[config.mk]
export PLATFORM = sky130hd
export DESIGN_NAME = reg_read_ctrl
export DESIGN_NICKNAME = d
export VERILOG_FILES = /design/src/rtl/rv32i_de_pkg.sv /design/src/rtl/reg_scoreboard.sv /design/src/rtl/reg_read_ctrl.sv
export SDC_FILE = /design/constraint.sdc
export NUM_CORES = 1
export LEC_CHECK = 0
export BUFFER_PORTS_ARGS = -buffer_cell sky130_fd_sc_hd__buf_2
export CORE_UTILIZATION = 40
export DETAILED_ROUTE_END_ITERATION = 16
export HOLD_SLACK_MARGIN = 0.12
export PLACE_DENSITY = 0.72
export SYNTH_ARGS = -nofsm -noshare
export SYNTH_HDL_FRONTEND = slang
export SYNTH_SLANG_ARGS = --single-unit
[constraint.sdc]
create_clock -name clk -period 4 [get_ports clk]
set_clock_uncertainty 0.2 [all_clocks]
set_input_delay 0.8 -clock clk [delete_from_list [all_inputs] [get_ports clk]]
set_output_delay 0.8 -clock clk [all_outputs]
set_load 0.02 [all_outputs]
[src/rtl/rv32i_de_pkg.sv]
// Shared types and default widths for the decode-stage operand fetch logic.
package rv32i_de_pkg;

  localparam int DEF_REG_WIDTH  = 32;
  localparam int DEF_ADDR_WIDTH = 4;
  localparam int DEF_INFO_WIDTH = 32;

  function automatic int reg_num(input int addr_width);
    return 1 << addr_width;
  endfunction

  typedef enum logic [2:0] {
    IDLE,
    ISS1,
    ISS2,
    DRAIN,
    OUT
  } rd_state_e;

endpackage

[src/rtl/reg_scoreboard.sv]
// Per-register busy bits for in-flight writebacks, with three combinational lookups.
module reg_scoreboard
  import rv32i_de_pkg::*;
#(
  parameter int ADDR_WIDTH = DEF_ADDR_WIDTH
) (
  input  logic                              clk,
  input  logic                              rst,
  input  logic                              set_en,
  input  logic [ADDR_WIDTH-1:0]             set_idx,
  input  logic                              clr_en,
  input  logic [ADDR_WIDTH-1:0]             clr_idx,
  input  logic [ADDR_WIDTH-1:0]             lk_a_idx,
  input  logic [ADDR_WIDTH-1:0]             lk_b_idx,
  input  logic [ADDR_WIDTH-1:0]             lk_c_idx,
  output logic                              lk_a_busy,
  output logic                              lk_b_busy,
  output logic                              lk_c_busy,
  output logic [reg_num(ADDR_WIDTH)-1:0]    busy
);

  logic [reg_num(ADDR_WIDTH)-1:0] busy_q, busy_d;

  // Set is applied after clear so a new producer wins over a retiring one.
  always_comb begin
    busy_d = busy_q;
    if (clr_en) busy_d[clr_idx] = 1'b0;
    if (set_en) busy_d[set_idx] = 1'b1;
    busy_d[0] = 1'b0;
  end

  always_ff @(posedge clk) begin
    if (rst) busy_q <= '0;
    else     busy_q <= busy_d;
  end

  assign lk_a_busy = busy_q[lk_a_idx];
  assign lk_b_busy = busy_q[lk_b_idx];
  assign lk_c_busy = busy_q[lk_c_idx];
  assign busy      = busy_q;

endmodule

[src/rtl/reg_read_ctrl.sv]
// Operand fetch controller: sequences rs1/rs2 reads over the shared register file
// port, gives writeback priority, and hands operands to execute.
//
// Handshakes: a transfer happens on a cycle where valid & ready are both high;
// valid never depends on ready, and a producer holds payload stable while valid is high.
module reg_read_ctrl
  import rv32i_de_pkg::*;
#(
  parameter int REG_WIDTH  = DEF_REG_WIDTH,
  parameter int ADDR_WIDTH = DEF_ADDR_WIDTH,
  parameter int INFO_WIDTH = DEF_INFO_WIDTH
) (
  input  logic                           clk,
  input  logic                           rst,
  input  logic                           dec_valid,
  output logic                           dec_ready,
  input  logic [ADDR_WIDTH-1:0]          dec_rs1,
  input  logic [ADDR_WIDTH-1:0]          dec_rs2,
  input  logic [ADDR_WIDTH-1:0]          dec_rd,
  input  logic                           dec_rs1_used,
  input  logic                           dec_rs2_used,
  input  logic                           dec_rd_used,
  input  logic [INFO_WIDTH-1:0]          dec_info,
  input  logic                           wb_valid,
  output logic                           wb_ready,
  input  logic [ADDR_WIDTH-1:0]          wb_rd,
  input  logic [REG_WIDTH-1:0]           wb_data,
  output logic                           rf_read_en,
  output logic                           rf_write_en,
  output logic [ADDR_WIDTH-1:0]          rf_addr,
  output logic [REG_WIDTH-1:0]           rf_wr_data,
  input  logic                           rf_rd_data_val,
  input  logic [REG_WIDTH-1:0]           rf_rd_data,
  output logic                           ex_valid,
  input  logic                           ex_ready,
  output logic [REG_WIDTH-1:0]           ex_op1,
  output logic [REG_WIDTH-1:0]           ex_op2,
  output logic [INFO_WIDTH-1:0]          ex_info,
  output rd_state_e                      dbg_state,
  output logic [reg_num(ADDR_WIDTH)-1:0] dbg_busy
);

  rd_state_e             state_q, state_d;
  logic [ADDR_WIDTH-1:0] rs1_q, rs2_q;
  logic                  need1_q, need2_q;
  logic [REG_WIDTH-1:0]  op1_q, op2_q, wr_data_q;
  logic [INFO_WIDTH-1:0] info_q;
  logic                  rd_pend_q, rd_tgt_q, issue_tgt;
  logic                  accept, wb_acc, stall, drained;
  logic                  busy_rs1, busy_rs2, busy_rd;

  assign wb_ready = ~rst;
  assign wb_acc   = wb_valid & ~rst;
  assign accept   = dec_valid & dec_ready;
  assign stall    = (dec_rs1_used & busy_rs1) | (dec_rs2_used & busy_rs2) | (dec_rd_used & busy_rd);
  // A read returning this cycle counts as drained so DRAIN costs only one cycle.
  assign drained  = ~rd_pend_q | rf_rd_data_val;

  reg_scoreboard #(.ADDR_WIDTH(ADDR_WIDTH)) u_sb (
    .clk      (clk),
    .rst      (rst),
    .set_en   (accept & dec_rd_used & (dec_rd != '0)),
    .set_idx  (dec_rd),
    .clr_en   (wb_acc),
    .clr_idx  (wb_rd),
    .lk_a_idx (dec_rs1),
    .lk_b_idx (dec_rs2),
    .lk_c_idx (dec_rd),
    .lk_a_busy(busy_rs1),
    .lk_b_busy(busy_rs2),
    .lk_c_busy(busy_rd),
    .busy     (dbg_busy)
  );

  always_comb begin
    state_d     = state_q;
    dec_ready   = 1'b0;
    ex_valid    = 1'b0;
    rf_read_en  = 1'b0;
    rf_write_en = 1'b0;
    rf_addr     = '0;
    issue_tgt   = 1'b0;
    if (!rst) begin
      rf_write_en = wb_valid & (wb_rd != '0);
      unique case (state_q)
        IDLE: begin
          dec_ready = ~stall;
          if (dec_valid & ~stall) state_d = ISS1;
        end
        // Unneeded reads fall through to the next phase in the same cycle.
        ISS1: begin
          if (need1_q) begin
            if (!wb_valid) begin
              rf_read_en = 1'b1;
              state_d    = need2_q ? ISS2 : DRAIN;
            end
          end else if (need2_q) begin
            if (!wb_valid) begin
              rf_read_en = 1'b1;
              issue_tgt  = 1'b1;
              state_d    = DRAIN;
            end else begin
              state_d = ISS2;
            end
          end else begin
            state_d = OUT;
          end
        end
        ISS2: begin
          if (!wb_valid) begin
            rf_read_en = 1'b1;
            issue_tgt  = 1'b1;
            state_d    = DRAIN;
          end
        end
        DRAIN: begin
          if (drained) state_d = OUT;
        end
        OUT: begin
          ex_valid = 1'b1;
          if (ex_ready) state_d = IDLE;
        end
        default: state_d = IDLE;
      endcase
      if (wb_valid)        rf_addr = wb_rd;
      else if (rf_read_en) rf_addr = issue_tgt ? rs2_q : rs1_q;
    end
  end

  always_ff @(posedge clk) begin
    if (rst) begin
      state_q   <= IDLE;
      rs1_q     <= '0;
      rs2_q     <= '0;
      need1_q   <= 1'b0;
      need2_q   <= 1'b0;
      info_q    <= '0;
      op1_q     <= '0;
      op2_q     <= '0;
      wr_data_q <= '0;
      rd_pend_q <= 1'b0;
      rd_tgt_q  <= 1'b0;
    end else begin
      state_q <= state_d;
      if (wb_valid) wr_data_q <= wb_data;
      if (rf_read_en) begin
        rd_pend_q <= 1'b1;
        rd_tgt_q  <= issue_tgt;
      end else if (rf_rd_data_val) begin
        rd_pend_q <= 1'b0;
      end
      // Returns with no read in flight (e.g. issued before a reset) are dropped.
      if (rd_pend_q && rf_rd_data_val) begin
        if (rd_tgt_q) op2_q <= rf_rd_data;
        else          op1_q <= rf_rd_data;
      end
      if (accept) begin
        rs1_q   <= dec_rs1;
        rs2_q   <= dec_rs2;
        need1_q <= dec_rs1_used & (dec_rs1 != '0);
        need2_q <= dec_rs2_used & (dec_rs2 != '0);
        info_q  <= dec_info;
        op1_q   <= '0;
        op2_q   <= '0;
      end
    end
  end

  assign rf_wr_data = wr_data_q;
  assign ex_op1     = op1_q;
  assign ex_op2     = op2_q;
  assign ex_info    = info_q;
  assign dbg_state  = state_q;

endmodule

==> summary.md <==
| Metric | Value |
|---|---|
| Clk slew on worst S/H paths | `around 0.06 ns` |
| First-pass GRT wire length | `29.1 mm` |
| Cells after synthesis | `772` |
| Largest net degree at the start of global routing | `71` |
| DRT antenna net count | `0` |
| Io pins | `277` |
| Outcome | `finished, final reports clean` |
| Via count | `6492` |
| Finished Core Util | `0.540` |
| CTS Buffer Depth | `2` |
| Syn Std Cell Area | `0.00662 mm²` |
| Max-slew headroom | `0.501` |
| Layout area overhead | `30.6%` |
| TritonCTS Buffers | `17` |
| Drt drc | `0` |
| Register area share after synthesis | `0.478` |
| CTS H-tree depth | `4` |
| Mean post-synth cell area | `about 8.6 µm²` |
| Synth top area share | `0.478` |
| Post-synth top area cell | `dfxtp_1` |
| Final Max Slew Viols | `0` |
| Die Area | `about 0.017 mm²` |
| Die height | `131 µm` |
| Port Buffer Count | `275` |
| Drt pass-1 iters | `5` |
| Setup bufs post-CTS | `0` |
| P per Cell Area | `approximately 440 mW/mm²` |
| Worst Tran Pin Value | `0.749 ns` |
| Initial core utilization | `0.414` |
| Syn_nets | `893` |
| Top cells by count, synth | `dfxtp_1 (158), nand2_1 (148), a21oi_1 (87), nand3_1 (56), o21ai_0 (46)` |
| Vias in the first global route | `5752` |
| CTS root buf | `clkbuf_16` |
| Die W | `131 µm` |
| Initial antenna violation count | `2` |
| Post_cts resized | `0` |
| GRT Overall Usage | `0.222` |
| Cell variety after synth | `55` |
| DRT iter0 DRCs | `398` |
| Core area | `0.0160 mm²` |
| Routed WL | `19.7 mm` |
| Clk sinks | `158` |
| Ranking of synthesized cells by area | `dfxtp_1 (48%), nand2_1 (8.4%), a21oi_1 (6.6%)` |
| Max VDD drop | `315 µV` |
| Number of cell rows | `46` |
| EDFF count, synth | `0` |
| CP startpoint kind | `input port` |
| Fin crit share | `0.918` |
| DR vias/cell | `5.23` |
| Routability Congestion | `0.893` |
| Primary FF master, synth | `dfxtp_1` |
| Achievable clock frequency | `0.272 GHz` |
| Layout cells sized above 1 | `0.350` |
| GR Overflow Total | `0` |
| Async SR Flop Fraction | `0` |
| CP Data Arrival Time | `2.67 ns` |
| Worst Path Required | `3.00 ns` |
| CP Class | `in2out` |
| Pleak | `0.00381 µW` |
| CP endpoint kind | `output pin` |
| Post-CTS Hold Buffers | `0` |
| HPWL after DPL | `between 10 and 15 mm` |
| Drt wl/cell | `15.9 µm` |
| Total Neg Setup Slack | `0 ns` |
| Count leader, synth | `dfxtp_1` |
| FF+latch count, synth | `around 160` |
| Hold crit path type | `reg2reg` |
| Clock Latency Late Sink | `0.43 ns` |
| Period minus WS final | `3.67 ns` |
| Final #Nets | `1132` |
| CTS tree | `yes` |
| # fillers | `about 1600` |
| Synth Warn # | `0` |
| MaxCap Viol Count | `0` |
| Final Setup Violations | `0` |
| Unrepaired setup endpoints after global routing | `no` |
| Worst-path fanout max | `9` |
| Final hold violations | `0` |
==> path summary, 6_finish.rpt <==
path | start | end | slack (ns) | depth (start not counted)
max | dec_rs2[1] | dec_ready | 0.33 | 7
min | ex_op1[1] | ex_op1[1] | 0.25 | 2
max reg2reg | u_sb.busy[3] | u_sb.busy[2] | 1.03 | 7
min reg2reg | ex_op1[1] | ex_op1[1] | 0.25 | 2
==> final cells by class <==
| cell class | count | area (µm²) | share of cell area |
|---|---|---|---|
| diodes | 1 | 2.50 | 0.000289 |
| clock buffers | 18 | 429 | 0.0496 |
| clock inverters | 14 | 171 | 0.0198 |
| inverters | 8 | 30.0 | 0.00347 |
| multi-input cells | 540 | 3110 | 0.359 |
| flip-flops and latches | 158 | 3160 | 0.366 |
| well taps | 216 | 270 | 0.0313 |
| repair buffers | 286 | 1470 | 0.170 |
==> sequential cells by signal (all words and copies together), names as in the netlist <==
| signal | cells |
|---|---|
| dbg_state | 3 |
| rf_wr_data | 32 |
| need2_q | 1 |
| rs2_q | 4 |
| u_sb.busy | 15 |
| rd_pend_q | 1 |
| rs1_q | 4 |
| need1_q | 1 |
| ex_op2 | 32 |
| ex_op1 | 32 |
| ex_info | 32 |
| rd_tgt_q | 1 |
==> layout by cell type (no fill, tap or decap), drive strengths merged, types with 3 or more instances in the layout <==
cell type	n
dfxtp	158
nand4	4
mux2i	41
o21ai	47
inv	16
nand2b	7
nand2	149
o31ai	11
nor2b	11
o311ai	3
clkbuf	18
a221oi	3
a31o	4
and2	3
nor2	44
nor3	5
mux2	6
buf	286
mux4	6
o41ai	6
nand3	56
a21oi	107
==> per-layer routing <==
layer,share of wire,global-route usage
met1,0.41,0.259
met3,0.090,0.0704
met5,0.00066,0
met4,0.023,0.0987
met2,0.48,0.372
==> power by group <==
part	leakage (µW)	switching (µW)	internal, µW
clock network	0.000291	715	946
registers	0.00128	36.0	1630
logic	0.00224	311	168
==> critical path, cell delays in order <==
cell and delay [ns]:
buf_2 0.18, mux2_1 0.34, mux4_2 0.48, o221ai_2 0.21, and4_1 0.30, and2_1 0.19
buf_2 0.18
==> cells by family (layout without fill, tap and decap cells) <==
family                 Yosys count  count (layout)  share of synthesized area
buffers and inverters           74             326                     0.0533
flip-flops                     158             158                      0.478
AND/OR/NAND/NOR                290             290                      0.193
other                            1               2                   0.000566
multiplexers                    53              53                     0.0926
AO/OA/AOI/OAI                  196             196                      0.183
==> metrics by stage <==
step	cells	setup slack (ns)	hold WS [ns]	area (µm²)	power, µW
2_1_floorplan	772	0.305	0.248	6620	2000
3_3_place_gp	1208	0.340	0.238	8040	2170
3_5_place_dp	1208	0.326	0.243	8040	2180
4_1_cts	1240	0.312	0.253	8640	3830
5_1_grt	1240	0.219	0.268	8640	3950
6_report	1241	0.327	0.250	8650	3800
(Power assumes the default switching activity.)
